$ cat src/rtl/alu_op_sequencer.sv
// alu_op_sequencer: master-side driver for ALU_32.
// Accepts (op, A, B) requests, holds them on the ALU inputs for the
// op-dependent latency, captures reg_C, and returns it over a valid/ready
// response channel. Multiply/divide results are also kept in HI/LO.
// Optional feature macro: ALU_SEQ_PERF_EN adds op_count and busy_cycles.
module alu_op_sequencer #(
  parameter int         SIMPLE_LAT = 1,
  parameter int         MULDIV_LAT = 4,
  parameter logic [4:0] MUL_OP     = 5'b01110,
  parameter logic [4:0] DIV_OP     = 5'b01111
) (
  input  logic        Clock,
  input  logic        Clear,
  input  logic        req_valid,
  output logic        req_ready,
  input  logic [4:0]  req_op,
  input  logic [31:0] req_a,
  input  logic [31:0] req_b,
  output logic        rsp_valid,
  input  logic        rsp_ready,
  output logic [63:0] rsp_data,
  output logic [4:0]  rsp_op,
  output logic [31:0] alu_A,
  output logic [31:0] alu_B,
  output logic [4:0]  alu_Control,
  input  logic [63:0] alu_C,
  output logic [31:0] hi,
  output logic [31:0] lo,
  output logic        busy
`ifdef ALU_SEQ_PERF_EN
  ,
  output logic [31:0] op_count,
  output logic [31:0] busy_cycles
`endif
);

  // The wait counter is 4 bits wide, so both latencies must fit in 1..15.
  generate
    if (SIMPLE_LAT < 1 || SIMPLE_LAT > 15) begin : g_bad_simple_lat
      $error("alu_op_sequencer: SIMPLE_LAT must be in 1..15");
    end
    if (MULDIV_LAT < 1 || MULDIV_LAT > 15) begin : g_bad_muldiv_lat
      $error("alu_op_sequencer: MULDIV_LAT must be in 1..15");
    end
  endgenerate

  localparam logic [3:0] SIMPLE_CNT = 4'(SIMPLE_LAT);
  localparam logic [3:0] MULDIV_CNT = 4'(MULDIV_LAT);

  typedef enum logic [1:0] {
    S_IDLE = 2'd0,
    S_WAIT = 2'd1,
    S_RESP = 2'd2
  } state_t;

  state_t     state;
  state_t     state_next;
  logic [3:0] cnt;
  logic       accept;
  logic       rsp_fire;
  logic       req_is_muldiv;
  logic       alu_is_muldiv;

  // State register; busy is registered from the next state so it tracks
  // state != IDLE without any combinational path to the output.
  always_ff @(posedge Clock) begin
    if (Clear) begin
      state <= S_IDLE;
      busy  <= 1'b0;
    end else begin
      state <= state_next;
      busy  <= (state_next != S_IDLE);
    end
  end

  // Next-state logic: accept in IDLE, count down in WAIT, drain in RESP.
  always_comb begin
    state_next = state;
    unique case (state)
      S_IDLE: if (accept) state_next = S_WAIT;
      S_WAIT: if (cnt == 4'd0) state_next = S_RESP;
      S_RESP: if (rsp_fire) state_next = S_IDLE;
      default: state_next = S_IDLE;
    endcase
  end

  // Combinational outputs and handshake qualifiers.
  always_comb begin
    req_ready     = (state == S_IDLE) && !Clear;
    accept        = req_valid && req_ready;
    rsp_fire      = rsp_valid && rsp_ready;
    req_is_muldiv = (req_op == MUL_OP) || (req_op == DIV_OP);
    alu_is_muldiv = (alu_Control == MUL_OP) || (alu_Control == DIV_OP);
  end

  // Datapath: latch the request onto the ALU, wait out its latency, then
  // capture reg_C into the response (and HI/LO for mul/div).
  always_ff @(posedge Clock) begin
    if (Clear) begin
      alu_A       <= 32'd0;
      alu_B       <= 32'd0;
      alu_Control <= 5'd0;
      cnt         <= 4'd0;
      rsp_valid   <= 1'b0;
      rsp_data    <= 64'd0;
      rsp_op      <= 5'd0;
      hi          <= 32'd0;
      lo          <= 32'd0;
    end else begin
      unique case (state)
        S_IDLE: begin
          if (accept) begin
            alu_A       <= req_a;
            alu_B       <= req_b;
            alu_Control <= req_op;
            cnt         <= req_is_muldiv ? MULDIV_CNT : SIMPLE_CNT;
          end
        end
        S_WAIT: begin
          if (cnt != 4'd0) begin
            cnt <= cnt - 4'd1;
          end else begin
            rsp_data  <= alu_C;
            rsp_op    <= alu_Control;
            rsp_valid <= 1'b1;
            if (alu_is_muldiv) begin
              hi <= alu_C[63:32];
              lo <= alu_C[31:0];
            end
          end
        end
        S_RESP: begin
          if (rsp_fire) rsp_valid <= 1'b0;
        end
        default: begin
          rsp_valid <= 1'b0;
        end
      endcase
    end
  end

`ifdef ALU_SEQ_PERF_EN
  // Performance counters: completed responses and cycles spent non-idle.
  always_ff @(posedge Clock) begin
    if (Clear) begin
      op_count    <= 32'd0;
      busy_cycles <= 32'd0;
    end else begin
      if (rsp_fire) op_count <= op_count + 32'd1;
      if (busy) busy_cycles <= busy_cycles + 32'd1;
    end
  end
`endif

endmodule

$ cat config.mk
export PLATFORM = sky130hd
export DESIGN_NAME = alu_op_sequencer
export DESIGN_NICKNAME = d
export VERILOG_FILES = /design/src/rtl/alu_op_sequencer.sv
export SDC_FILE = /design/constraint.sdc
export NUM_CORES = 1
export LEC_CHECK = 0
export BUFFER_PORTS_ARGS = -buffer_cell sky130_fd_sc_hd__clkbuf_2
export CORE_MARGIN = 2
export CORE_UTILIZATION = 42
export CTS_BUF_LIST = sky130_fd_sc_hd__clkbuf_16
export CTS_CLUSTER_DIAMETER = 50
export DETAILED_ROUTE_END_ITERATION = 6
export PLACE_DENSITY = 0.78
export SLEW_MARGIN = 20
export SYNTH_ARGS = -nofsm -noshare
export SYNTH_HDL_FRONTEND = slang
export SYNTH_SLANG_ARGS = --single-unit
$ cat constraint.sdc
create_clock -name Clock -period 1.65 [get_ports Clock]
set_input_delay 0.33 -clock Clock [delete_from_list [all_inputs] [get_ports Clock]]
set_output_delay 0.33 -clock Clock [all_outputs]
set_load 0.02 [all_outputs]
### Yosys cells after proc, flatten, opt, wreduce, memory -nomap -nowiden

Index checks and enable logic that the tools add are counted.

| storage, ports and cells | value |
|---|---|
| bits in registers | 210 |
| latch bits | 0 |
| memory bits (writable) | 0 |
| bits in read-only memories | 0 |
| input port bits | 137 |
| output and inout port bits | 205 |
| word-level logic and storage cells | 51 |
| memories | 0 |

| cells by class | value |
|---|---|
| add/subtract/negate cells | 1 |
| multiply operators | 0 |
| div/mod/pow operators | 0 |
| magnitude comparators | 0 |
| eq/ne operators | 10 |
| shifts and indexed selects | 0 |
| mux-type cells | 11 |
| bitwise operators | 2 |
| reductions and logical operators | 16 |

Operator list:

| operator | count |
|---|---|
| 5-bit by 4-bit == test with 1-bit output, second input constant | 4 |
| 3-bit AND reduction | 3 |
| 4-bit two-way mux | 2 |
| 2-bit != test, second input constant | 4 |
| 4-bit case mux with 2 select lines | 1 |
| 2-bit two-way mux | 3 |
| 2-bit case mux with 3 select lines | 1 |
| 4-bit logical NOT | 1 |
| 2-bit AND reduction | 2 |
| 2-bit nonzero test | 2 |
| 4-bit nonzero test | 1 |
| 4-bit by 1-bit subtractor with 4-bit output, second input constant | 1 |
| 1-bit logical AND | 3 |
| 3-bit two-way mux | 1 |
| 1-bit case mux with 3 select lines | 1 |
| 2-bit by 1-bit == test with 1-bit output, second input constant | 1 |
| 2-bit == test, second input constant | 1 |
| 2-bit logical NOT | 1 |
| 1-bit logical OR | 2 |
| 1-bit two-way mux | 2 |
| 1-bit NOT | 2 |
| 1-bit logical NOT | 1 |

### Depth between registers and ports, before layout

| depth | value |
|---|---|
| depth in word-level cells | 6 |
| depth in mapped cells | 8 |
| gate-level depth less buffers | 6 |

### Worst setup path before layout

No wires, ideal clock.

| timing path | value |
|---|---|
| path type | register to register |
| from | register state[1] |
| to | register cnt[3] |
| data arrival time | 1.650 ns |
| required time | 1.517 ns |
| setup slack | -0.133 ns |
| cell stages (with the launch flop) | 7 |
| path buffers | 2 |
| cell sequence | dfxtp_1 buf_2 nor3_1 nand2_1 clkbuf_1 nand3_1 a31oi_1 |

| between the ends | value |
|---|---|
| word-level cells in the longest chain between the ends | 5 |
| elaborated cells on any way between the ends | 9 |
| classes of those cells | 3 x eq/ne; 1 x mux; 5 x reduce/logical |

Ends and longest elaborated chain:

| item | RTL line | source |
|---|---|---|
| from (decl) | 56 | `state_t state;` |
| from (signal assigned) | 71 | `state <= state_next;` |
| 2-bit logical NOT | 89 | `req_ready = (state == S_IDLE) && !Clear;` |
| 1-bit logical AND | 89 |  |
| net req_ready | 15 | `output logic req_ready,` |
| 1-bit logical AND | 90 | `accept = req_valid && req_ready;` |
| 2-bit != test (no line) | n/a |  |
| 3-bit AND reduction (no line) | n/a |  |
| to (signal assigned) | 116 | `cnt <= req_is_muldiv ? MULDIV_CNT : SIMPLE_CNT;` |
| to (signal assigned) | 121 | `cnt <= cnt - 4'd1;` |
| to (decl) | 58 | `logic [3:0] cnt;` |

The timed path passes the listed nets, and every way through them passes these cells.
A chain may end at the register's enable or synchronous reset.

### Worst setup path after layout

| timing path | value |
|---|---|
| from | register cnt[0] |
| to | register rsp_data[10] |

| between the ends | value |
|---|---|
| word-level cells in the longest chain between the ends | 3 |

Ends and longest elaborated chain:

| item | RTL line | source |
|---|---|---|
| 4-bit nonzero test | 120 | `if (cnt != 4'd0) begin` |
| 1-bit NOT (no line) | n/a |  |
| 2-bit AND reduction (no line) | n/a |  |
| to (signal assigned) | 123 | `rsp_data <= alu_C;` |
| to (decl) | 21 | `output logic [63:0] rsp_data,` |

Every way passes these cells.

==> results_dict.tcl <==
set metrics [dict create \
    cp-end-kind "flop" \
    cts_buffer_depth 3 \
    final.fill_count 1521 \
    setup_ws_ns -0.0629 \
    initial_core_util_pct 42.5 \
    grt_first_pass_wirelength_um 35200 \
    fin_hold_ws_ns 0.0355 \
    ys_top_cells_by_area "dfxtp_1 58%, nand2_1 21%, a21oi_1 14%, clkbuf_1 3.0%, buf_2 0.76%" \
    synthCells 928 \
    dp_hpwl_um 14600 \
    finalHoldViolations 0 \
    grt_max_degree 201 \
    startpoint_type "flop" \
    rsz0062_at_grt "yes" \
    antenna_found_initial 1 \
    vias 7576 \
    status "finished, violations left" \
    drive_gt1_share_pct 35.3 \
    numCtsBuffers 25 \
    power.density_mw_per_mm2 1120 \
    final_util_pct 62.4 \
    r2r-start "cnt[0]$_SDFFE_PP0P_" \
    ioPinCount 342 \
    synth_ff_type "dfxtp_1" \
    violations "setup timing" \
    leakagePower_nw 4.63 \
    worst_pin_slew_ns 0.908 \
    yosysWarnings 0 \
    ant_nets 0 \
    clockRootBuffer "clkbuf_16" \
    cp.required_ns 2.08 \
    synth.top_cell.area_share_pct 57.8 \
    r2r_slack_ns -0.06 \
    worstSetupStartpoint "cnt[0]$_SDFFE_PP0P_" \
    wirelength_um 23900 \
    synthToLayoutAreaGrowth_pct 46.8 \
    synthTopCellsByCount "408 x nand2_1, 210 x dfxtp_1, 205 x a21oi_1, 58 x clkbuf_1, 11 x buf_2" \
    slew_violations 0 \
    async_flop_share_pct 0 \
    avgSynthCellArea_um2 7.84 \
    tritoncts "built" \
    yosysSeqAreaShare_pct 57.8 \
    globalRouteOverflowTotal 0 \
    postCtsHoldBufs 0 \
    post-route-period-util_pct 104 \
    ys_ff_latch 210 \
    skew_ns 0.0126 \
    r2r_cells 9 \
    hp-class "primary input to flop" \
    firstDrtPassIters 4 \
    placed_cell_area_mm2 0.00933 \
    clock-sinks 210 \
    setup_violations 32 \
    port_buffers 341 \
    synth-edff-count 0 \
    std_cell_rows 48 \
    critical_path_class "flop to flop" \
    period_minus_slack_ns 1.71 \
    drcViolationCount 0 \
    clkLatencyLatePin_ns 0.51 \
    final_area_mm2 0.0107 \
    gp_congestion 0.799 \
    fp.dieW_um 136 \
    core_area_mm2 0.0171 \
    final_net_count 1413 \
    arrival_ns 2.15 \
    wl_per_cell_um 15.7 \
    maxCapViolations 0 \
    yosys.area.top_type "dfxtp_1" \
    chipHeight_um 136 \
    netlist_area_mm2 0.00728 \
    fmax_mhz 584 \
    cp-endpoint "rsp_data[10]$_SDFFE_PP0P_" \
    critPathMaxFanout 5 \
    grt.total_usage_pct 23.6 \
    drt_iter0_drc 464 \
    max-vdd-ir-drop_uv 932 \
    yosysMostFrequentCell "nand2_1" \
    path_clk_slew_ns 0.06 \
    r2r-end "rsp_data[10]$_SDFFE_PP0P_" \
    finalPower_mw 12.0 \
    dieArea_mm2 0.0184 \
    max_slew_margin_pct 39.5 \
    yosys.cell_types.count 26 \
    htree_levels 1 \
    grt_pass1_vias 7146 \
    syn_nets 1066 \
    routed_via_density 4.98 \
]
layout by cell type (no fill, tap or decap), drive strengths merged, types with 2 or more instances in the layout:
| cell | Yosys | final |
|---|---|---|
| inv | 2 | 9 |
| clkinv | 0 | 10 |
| nand3 | 4 | 4 |
| nor3b | 2 | 2 |
| dfxtp | 210 | 210 |
| nand2b | 2 | 2 |
| clkbuf | 58 | 370 |
| bufinv | 0 | 3 |
| a211oi | 3 | 3 |
| a31oi | 2 | 2 |
| or3 | 2 | 2 |
| nor2 | 6 | 6 |
| buf | 11 | 44 |
| nand2 | 408 | 408 |
| a21oi | 205 | 205 |
registers in the layout (all words and copies together), names as in the netlist:
register / count
rsp_valid: 1
lo: 32
alu_B: 32
rsp_data: 64
busy: 1
cnt: 4
alu_Control: 5
state: 2
hi: 32
alu_A: 32
rsp_op: 5
metal layers:
metal  GRT usage [%]  wire length (µm)  part of all wire, %  vias up
li1                -                 -                    -     3701
met1            27.2              9530                   40     3495
met2            42.7             11800                   49      335
met3            5.91              1990                  8.3       45
met4            7.70               588                  2.5        0
met5               0                 0                    0        -
how the worst min path moves through the flow:
stage,from,to,cells past startpoint
2_1_floorplan,cnt[0]$_SDFFE_PP0P_,cnt[0]$_SDFFE_PP0P_,2
3_3_place_gp,lo[5]$_SDFFE_PP0P_,lo[5]$_SDFFE_PP0P_,2
3_5_place_dp,alu_B[14]$_SDFFE_PP0P_,alu_B[14]$_SDFFE_PP0P_,2
4_1_cts,req_b[3],alu_B[3]$_SDFFE_PP0P_,3
5_1_grt,req_b[8],alu_B[8]$_SDFFE_PP0P_,3
6_report,req_b[10],alu_B[10]$_SDFFE_PP0P_,3
cells by family after synthesis:
kind of cell	share of synthesized area [%]
DFF	57.8
muxes	0.138
adders and majority gates	0.172
and+or+nand+nor	23.2
AOI/OAI and AO/OA	14.9
buffers and inverters	3.85
critical path: stages, from the launching register on:
cell     delay, ns
dfxtp_2       0.32
inv_2         0.06
ha_4          0.14
or3b_4        0.41
nor2_4        0.13
buf_6         0.15
buf_12        0.11
buf_12        0.12
nand2_1       0.07
a21oi_1       0.13
area by class of cell:
type                    count  area, µm²  area share, %
diodes                      1       2.50         0.0234
clock buffers              25        626           5.85
clock inverters            21        194           1.81
inverters                   2       7.51         0.0702
multi-input cells         647       2920           27.3
flip-flops and latches    210       4210           39.4
well taps                 225        282           2.63
repair buffers            389       2450           23.0
metrics by stage:
step / cells / setup slack, ns / setup TNS [ns]
floorplan: 928 / -0.0470 / -0.0551
global placement: 1450 / 0.0230 / 0
detailed placement: 1450 / -0.0861 / -1.63
CTS: 1510 / -0.0801 / -1.80
global route: 1519 / -0.109 / -5.22
finish: 1520 / -0.0629 / -0.627
power by group:
part / switching (mW) / internal, mW / leakage (nW)
sequential: 0.0913 / 5.24 / 1.70
combinational: 0.773 / 0.503 / 2.51
clock: 2.14 / 3.25 / 0.416
what timing repair did:
item / in CTS / in global routing
cloned: 5 / 7
hold endpoints to repair: 0 / 0
setup buffers: 9 / 4
resized for setup: 22 / 23
pin swaps: 6 / 5
setup endpoints to repair: 127 / 139
Power figures use the tool's default switching activity.
